<file path="src/rtl/mealy_seq_detect.sv">
// mealy_seq_detect: loadable-pattern Mealy digit-sequence detector with KMP-style fallback.
// Define MATCH_CNT_EN to build the saturating match counter; otherwise match_count is tied to 0.
module mealy_seq_detect #(
  parameter int DIGIT_W = 3,
  parameter int SEQ_LEN = 4,
  parameter int OVERLAP = 1,
  parameter logic [SEQ_LEN*DIGIT_W-1:0] RESET_PAT = 12'o0703,
  parameter int CNT_W = 8,
  localparam int ST_W = (SEQ_LEN > 1) ? $clog2(SEQ_LEN) : 1
) (
  input  logic                       clk,
  input  logic                       clear,
  input  logic [DIGIT_W-1:0]         in,
  input  logic                       in_valid,
  input  logic                       pat_load,
  input  logic [SEQ_LEN*DIGIT_W-1:0] pattern_in,
  output logic                       out,
  output logic [ST_W-1:0]            outq,
  output logic [CNT_W-1:0]           match_count
);
  logic [SEQ_LEN*DIGIT_W-1:0] pat;
  logic [DIGIT_W-1:0] hist [SEQ_LEN-1];
  logic [DIGIT_W-1:0] win [SEQ_LEN];
  logic [DIGIT_W-1:0] pd [SEQ_LEN];
  logic [ST_W-1:0] nxt;
  logic ok;
  always_comb begin
    for (int i = 0; i < SEQ_LEN; i++) pd[i] = pat[(SEQ_LEN-1-i)*DIGIT_W +: DIGIT_W];
    for (int i = 0; i < SEQ_LEN-1; i++) win[i] = hist[i];
    win[SEQ_LEN-1] = in;
  end
  // longest prefix that ends on the incoming digit, never longer than the current state allows
  always_comb begin
    nxt = '0;
    ok = 1'b0;
    for (int j = 1; j < SEQ_LEN; j++) begin
      ok = (j <= int'(outq) + 1);
      for (int k = 0; k < j; k++) ok = ok & (win[SEQ_LEN-j+k] == pd[k]);
      if (ok) nxt = ST_W'(j);
    end
  end
  assign out = in_valid & ~pat_load & (outq == ST_W'(SEQ_LEN-1)) & (in == pd[SEQ_LEN-1]);
  always_ff @(posedge clk) begin
    if (!clear) begin
      outq <= '0;
      pat <= RESET_PAT;
      for (int i = 0; i < SEQ_LEN-1; i++) hist[i] <= '0;
    end else if (pat_load) begin
      outq <= '0;
      pat <= pattern_in;
    end else if (in_valid) begin
      outq <= (out && OVERLAP == 0) ? '0 : nxt;
      for (int i = 0; i < SEQ_LEN-2; i++) hist[i] <= hist[i+1];
      hist[SEQ_LEN-2] <= in;
    end
  end
`ifdef MATCH_CNT_EN
  always_ff @(posedge clk) begin
    if (!clear) match_count <= '0;
    else if (out && match_count != '1) match_count <= match_count + CNT_W'(1);
  end
`else
  assign match_count = '0;
`endif
endmodule

</file>
<file path="config.mk">
export PLATFORM = sky130hd
export DESIGN_NAME = mealy_seq_detect
export DESIGN_NICKNAME = d
export VERILOG_FILES = /design/src/rtl/mealy_seq_detect.sv
export SDC_FILE = /design/constraint.sdc
export NUM_CORES = 1
export LEC_CHECK = 0
export ABC_AREA = 0
export BUFFER_PORTS_ARGS = -buffer_cell sky130_fd_sc_hd__buf_2
export CELL_PAD_IN_SITES_DETAIL_PLACEMENT = 1
export CELL_PAD_IN_SITES_GLOBAL_PLACEMENT = 2
export CORE_ASPECT_RATIO = 1.1
export CORE_UTILIZATION = 34
export DETAILED_ROUTE_END_ITERATION = 8
export PLACE_DENSITY_LB_ADDON = 0.1
export SLEW_MARGIN = 15
export SYNTH_ARGS = -nofsm -noshare
export SYNTH_HDL_FRONTEND = slang
export SYNTH_SLANG_ARGS = --single-unit
</file>
<file path="constraint.sdc">
create_clock -name clk -period 4.7 [get_ports clk]
set_clock_uncertainty 0.15 [all_clocks]
set_input_delay 0.705 -clock clk [delete_from_list [all_inputs] [get_ports clk]]
set_output_delay 0.705 -clock clk [all_outputs]
set_load 0.02 [all_outputs]
</file>
==> results of run 1 <==
-- cell families (layout without fill, tap and decap cells) --
logic type,count (synthesis),after routing,share of synthesized area
buffers and inverters,15,26,0.0893
multiplexers,12,12,0.108
AO/OA/AOI/OAI,4,4,0.0260
other,1,8,0.00339
AND/OR/NAND/NOR,33,33,0.184
XOR/XNOR,21,21,0.173
flip-flops,20,20,0.416
-- power breakdown --
group	internal (mW)	switching, mW	total (mW)
logic	0.0253	0.0321	0.0574
registers	0.188	0.00980	0.198
clock network	0.0863	0.0573	0.144
-- critical path, cell delays in order --
cell and delay, ps:
buf_2 240, nand4b_1 250, nor4_1 260, buf_2 200
-- final timing paths --
path / slack, ps / start / endpoint
setup / recovery: 2180 / pat_load / out
hold / removal: 360 / pat[1] / pat[1]
setup reg to reg: 3080 / hist[2][2] / outq[1]
hold reg to reg: 360 / pat[1] / pat[1]
-- cell usage in the layout, fill, tap and decap left out, drive strengths merged, types with 2 or more instances in the layout --
cell / count
mux2i: 12
xor2: 15
dfxtp: 14
clkbuf: 3
xnor2: 6
nor4: 4
buf: 21
nand4: 2
and2: 6
edfxtp: 6
conb: 8
nand2: 5
nor2b: 8
nor2: 3
-- metal layers --
metal / up-vias / share of wire / global-route usage
met5: - / 0 / 0
met1: 351 / 0.47 / 0.172
li1: 372 / - / -
met4: 0 / 0.013 / 0.0523
met2: 23 / 0.47 / 0.248
met3: 2 / 0.045 / 0.0373
-- sequential cells by signal (all words and copies together), names as in the netlist --
signal and count:
outq 2, pat 12, hist 6
-- final cells by class --
type | count | area [um2] | share of cell area
Multi-Input combinational cell | 78 | 574 | 0.464
Tap cell | 34 | 42.5 | 0.0343
Inverter | 1 | 3.75 | 0.00303
Clock inverter | 1 | 30.0 | 0.0242
Clock buffer | 3 | 22.5 | 0.0182
Sequential cell | 20 | 460 | 0.372
Timing Repair Buffer | 21 | 105 | 0.0848
==> results_dict.tcl, run 1 <==
set metrics [dict create \
    yosysSeqAreaShare 0.416 \
    place_ws_ps 2170 \
    synthFlopType "dfxtp_1" \
    num_antenna_cells 0 \
    ys_ff_latch 20 \
    clk_path_buf_depth 2 \
    synth_area_um2 1110 \
    finalCritPeriodShare 0.537 \
    worstHoldPathType "reg -> reg" \
    dp_cells 154 \
    p_total_mw 0.399 \
    drt_iter0_markers 8 \
    synth_edf_count 6 \
    grt_start_max_net_pins 17 \
    overflow 0 \
    setup_viol_count_final 0 \
    synthTopCellsByArea "dfxtp_1 25%, edfxtp_1 16%, xor2_1 11%, mux2i_1 11%, buf_4 5.4%" \
    cts.sinks 20 \
    first_pass_iters 4 \
    vias 748 \
    maxSlewViolCount 0 \
    stdcell_count 158 \
    status "finished clean" \
    leakagePower_nw 0.548 \
    antenna_found_initial 0 \
    end_kind "primary output" \
    worst_pin_slew_ps 861 \
    path_class "in -> out" \
    place_area_um2 1190 \
    wl_per_cell_um 14.0 \
    critPathArrivalTime_ps 1670 \
    cts_hold_buf 0 \
    yosysWarnings 0 \
    clkLatencyLatePin_ps 310 \
    core-area_um2 3070 \
    die-area_um2 3490 \
    drive_gt1_frac 0.234 \
    synth_top_area_cell "dfxtp_1" \
    drt-total-wl_um 2210 \
    crit_fanout 16 \
    rsz0062_at_grt "false" \
    cts_resized 0 \
    grt_pass1_vias 753 \
    rows 21 \
    final_cell_area_um2 1240 \
    fin_hold_ws_ps 357 \
    r2r_cells 4 \
    area_growth_syn_to_layout_pct 11.9 \
    syn_area_per_cell_um2 10.4 \
    setup_tns_ps 0 \
    grt_pass1_wl_um 3560 \
    portBuffers 21 \
    grt.total_usage 0.142 \
    clock-root-buffer "clkbuf_4" \
    synth_top_area_share 0.253 \
    cts_buffers 3 \
    power_density_nw_per_um2 322 \
    nFillCells 372 \
    synth.distinct_cells 30 \
    required_ps 3850 \
    startpoint_type "input pin" \
    num_io_pins 30 \
    drtAntennaViolNets 0 \
    initial_core_util 0.360 \
    dieWidth_um 56.4 \
    drcViolationCount 0 \
    path_clk_slew_ps 120 \
    cts_setup_buffers 0 \
    fin_util 0.403 \
    timing.fmax_mhz 397 \
    syn-instance-count 106 \
    h-tree-depth 1 \
    async_flop_share 0 \
    gp_congestion 0.698 \
    avgViaCountPerCell 4.73 \
    whs_path_depth 2 \
    synth_common_cells "14 x dfxtp_1, 14 x xor2_1, 12 x mux2i_1" \
    cts_tree "built" \
    ir_worst_vdd_mv 0.261 \
    die_h_um 61.9 \
    fin_nets 144 \
    finalHoldViolations 0 \
    relSlewSlack 0.420 \
    hpwl_um 1670 \
    fin_ws_ps 2180 \
    drv_cap 0 \
    fin_crit_ps 2520 \
]
(Power assumes the default switching activity.)
==> inputs of run 2 (changes only) <==
Settings changed: CORE_UTILIZATION 34 to 28.
Clock period 4.7 ns to 2.21 ns, I/O delays scaled along.
==> results_dict.tcl, run 2 (synthesized netlist as in run 1, its figures left out) <==
set metrics [dict create \
    fin_crit_ps 1810 \
    cts_resized 0 \
    clkLatencyLatePin_ps 270 \
    cp_cell_sequence "nand4b_1 -> nor4_1 -> buf_2" \
    layout_commonest_cell "buf_2" \
    setup_tns_ps 0 \
    required_ps 1730 \
    drt_iter0_markers 12 \
    cts_setup_buffers 0 \
    setup_viol_count_final 0 \
    fin_ws_ps 396 \
    largest_register_ffs 12 \
    top_regs "pat x12, hist x6, outq x2" \
    final_cell_area_um2 1270 \
    drtAntennaViolNets 0 \
    dp_cells 172 \
    rsz0062_at_grt "false" \
    cts_tree "built" \
    cts_hold_buf 0 \
    fin_nets 146 \
    p_total_mw 0.804 \
    die-area_um2 4210 \
    vias 766 \
    crit_fanout 6 \
    overflow 0 \
    num_antenna_cells 0 \
    grt_pass1_vias 779 \
    ir_worst_vdd_mv 0.178 \
    path_clk_slew_ps 80 \
    cpPeakStageDelay_ps 410 \
    finalCritPeriodShare 0.821 \
    grt.total_usage 0.131 \
    drcViolationCount 0 \
    drive_gt1_frac 0.238 \
    stdcell_count 176 \
    path_class "reg -> out" \
    initial_core_util 0.298 \
    place_ws_ps 547 \
    first_pass_iters 2 \
    leakagePower_nw 0.553 \
    core-area_um2 3710 \
    area_growth_syn_to_layout_pct 14.3 \
    num_io_pins 30 \
    critPathArrivalTime_ps 1330 \
    end_kind "primary output" \
    grt_pass1_wl_um 3770 \
    regMostFlops "pat" \
    clk_path_buf_depth 2 \
    rows 23 \
    startpoint_type "flop" \
    fin_hold_ws_ps 119 \
    place_area_um2 1220 \
    status "finished clean" \
    crit_family "simple AND/OR/NAND/NOR gates" \
    h-tree-depth 1 \
    grt_start_max_net_pins 16 \
    dieWidth_um 62.0 \
    hpwl_um 1820 \
    critPathBufInv 1 \
    cts.sinks 20 \
    power_density_nw_per_um2 635 \
    fin_util 0.341 \
    die_h_um 68.0 \
    worstHoldPathType "in -> reg" \
    clock-root-buffer "clkbuf_8" \
    drv_cap 0 \
    avgViaCountPerCell 4.35 \
    wl_per_cell_um 13.4 \
    cp_slowest_cell "dfxtp_1" \
    maxSlewViolCount 0 \
    drt-total-wl_um 2360 \
    timing.fmax_mhz 551 \
    portBuffers 21 \
    cts_buffers 3 \
    gp_congestion 0.758 \
    antenna_found_initial 0 \
    layout_common_cells "21 x buf_2, 14 x xor2_1, 14 x dfxtp_1" \
    finalHoldViolations 0 \
]
==> run 2: per-layer routing <==
| layer | wire length (um) | GRT usage | vias to the layer above |
|---|---|---|---|
| met2 | 1210 | 0.218 | 18 |
| met4 | 61 | 0.0750 | 0 |
| met1 | 1000 | 0.156 | 362 |
| met5 | 0 | 0 | - |
| li1 | - | - | 380 |
| met3 | 86 | 0.0227 | 6 |
==> run 2: worst min-delay path, cell delays in order <==
cell and delay (ps):
buf_2 70, mux2i_1 50, nand2_1 60
==> run 2: worst paths after layout <==
kind | cells after the start | slack [ps] | from | to
setup / recovery | 3 | 400 | outq[1] | out
hold / removal | 3 | 120 | pattern_in[8] | pat[8]
setup reg to reg | 4 | 580 | hist[2][1] | outq[1]
hold reg to reg | 2 | 350 | pat[0] | pat[0]
==> run 2: cell type report <==
type / count / area (um2)
fill: 433 / 2450
multi-input combinational: 78 / 574
inverter: 1 / 3.75
sequential: 20 / 460
timing repair buffer: 23 / 120
clock buffer: 4 / 45.0
tap: 50 / 62.6
==> run 2: power breakdown <==
| part | switching (mW) | internal, mW | leakage, nW |
|---|---|---|---|
| Clock | 0.130 | 0.129 | 0.0228 |
| Combinational | 0.0679 | 0.0564 | 0.351 |
| Sequential | 0.0209 | 0.400 | 0.178 |
==> inputs of run 3 (changes only) <==
Settings changed: CORE_UTILIZATION 28 to 31.
Clock period 2.21 ns to 1.7 ns, I/O delays scaled along.
==> results_dict.tcl, run 3 (synthesized netlist as in run 1, its figures left out) <==
set metrics [dict create \
    status "finished clean" \
    maxSlewViolCount 0 \
    grt.total_usage 0.142 \
    ir_worst_vdd_mv 0.306 \
    top_regs "pat x12, hist x6, outq x2" \
    clk_path_buf_depth 2 \
    area_growth_syn_to_layout_pct 22.4 \
    leakagePower_nw 0.594 \
    stdcell_count 181 \
    antenna_found_initial 0 \
    first_pass_iters 2 \
    regMostFlops "pat" \
    fin_crit_ps 1680 \
    finalCritPeriodShare 0.987 \
    fin_util 0.400 \
    grt_pass1_wl_um 3990 \
    cpPeakStageDelay_ps 340 \
    h-tree-depth 1 \
    wl_per_cell_um 13.0 \
    drt-total-wl_um 2350 \
    cts_buffers 3 \
    path_clk_slew_ps 110 \
    timing.fmax_mhz 596 \
    rows 22 \
    finalHoldViolations 0 \
    crit_fanout 2 \
    portBuffers 21 \
    clkLatencyLatePin_ps 300 \
    power_density_nw_per_um2 826 \
    fin_hold_ws_ps 9.92 \
    layout_commonest_cell "buf_2" \
    hpwl_um 1770 \
    cp_slowest_cell "dfxtp_2" \
    drcViolationCount 0 \
    overflow 0 \
    drtAntennaViolNets 0 \
    dp_cells 173 \
    drive_gt1_frac 0.293 \
    cts_tree "built" \
    worstHoldPathType "in -> reg" \
    vias 790 \
    largest_register_ffs 12 \
    critPathArrivalTime_ps 1270 \
    dieWidth_um 59.0 \
    place_area_um2 1260 \
    setup_viol_count_final 0 \
    layout_common_cells "20 x buf_2, 14 x xor2_1, 12 x mux2i_1" \
    critPathBufInv 1 \
    initial_core_util 0.327 \
    avgViaCountPerCell 4.36 \
    num_io_pins 30 \
    gp_congestion 0.774 \
    clock-root-buffer "clkbuf_4" \
    cp_cell_sequence "xor2_1 -> nor4_4 -> buf_4" \
    final_cell_area_um2 1360 \
    core-area_um2 3390 \
    place_ws_ps 155 \
    required_ps 1290 \
    rsz0062_at_grt "true" \
    fin_nets 153 \
    crit_family "flip-flops" \
    drt_iter0_markers 27 \
    grt_start_max_net_pins 16 \
    die-area_um2 3820 \
    num_antenna_cells 0 \
    fin_ws_ps 21.4 \
    drv_cap 0 \
    die_h_um 64.7 \
    startpoint_type "flop" \
    grt_pass1_vias 818 \
    cts.sinks 20 \
    path_class "reg -> out" \
    end_kind "primary output" \
]
==> run 3: changes by cell type in the layout (fill, tap and decap cells not counted), sizes merged <==
| cell | previous run | this run |
|---|---|---|
| bufinv | 0 | 1 |
| dlygate4sd3 | 0 | 3 |
| buf | 23 | 27 |
| clkbuf | 4 | 3 |
==> run 3: layout make-up <==
type | count | area, um2
repair buffers | 30 | 183
flip-flops and latches | 20 | 467
well taps | 48 | 60.1
clock buffers | 3 | 22.5
clock inverters | 1 | 30.0
fillers | 393 | 2030
inverters | 1 | 3.75
multi-input cells | 78 | 589
==> run 3: tightest hold or removal path, cell delays in order <==
cell and delay, ps:
buf_2 70, mux2i_1 50, nand2_1 50
==> run 3: per-stage QoR <==
stage          total power [mW]  setup TNS, ps
2_1_floorplan             0.691              0
3_3_place_gp              0.731              0
3_5_place_dp              0.734              0
4_1_cts                    1.13          -10.6
5_1_grt                    1.18           -111
6_report                   1.12              0
==> run 3: layer usage <==
metal	global-route usage	vias to the layer above	wire length [um]
met5	0	-	0
met4	0.0774	0	66
met3	0.0240	6	69
met2	0.217	23	1110
met1	0.187	365	1100
li1	-	396	-
==> run 3: final timing paths <==
path	start	slack [ps]	end	depth (start not counted)
hold reg to reg	pat[1]	330	pat[1]	2
setup reg to reg	hist[2][0]	100	outq[1]	4
hold / removal	pattern_in[1]	10	pat[1]	3
setup / recovery	pat[1]	20	out	3
==> run 3: report_power, final <==
| group | internal [mW] | switching [mW] |
|---|---|---|
| Combinational | 0.0848 | 0.0993 |
| Clock | 0.238 | 0.152 |
| Sequential | 0.519 | 0.0251 |
==> run 3: timing repair <==
action	in CTS	in global routing
setup buffers	0	1
gates cloned	0	0
setup endpoints to repair	1	2
pin swaps	2	2
resized for setup	5	0
endpoints found under the hold margin	3	0
hold buffers	3	0
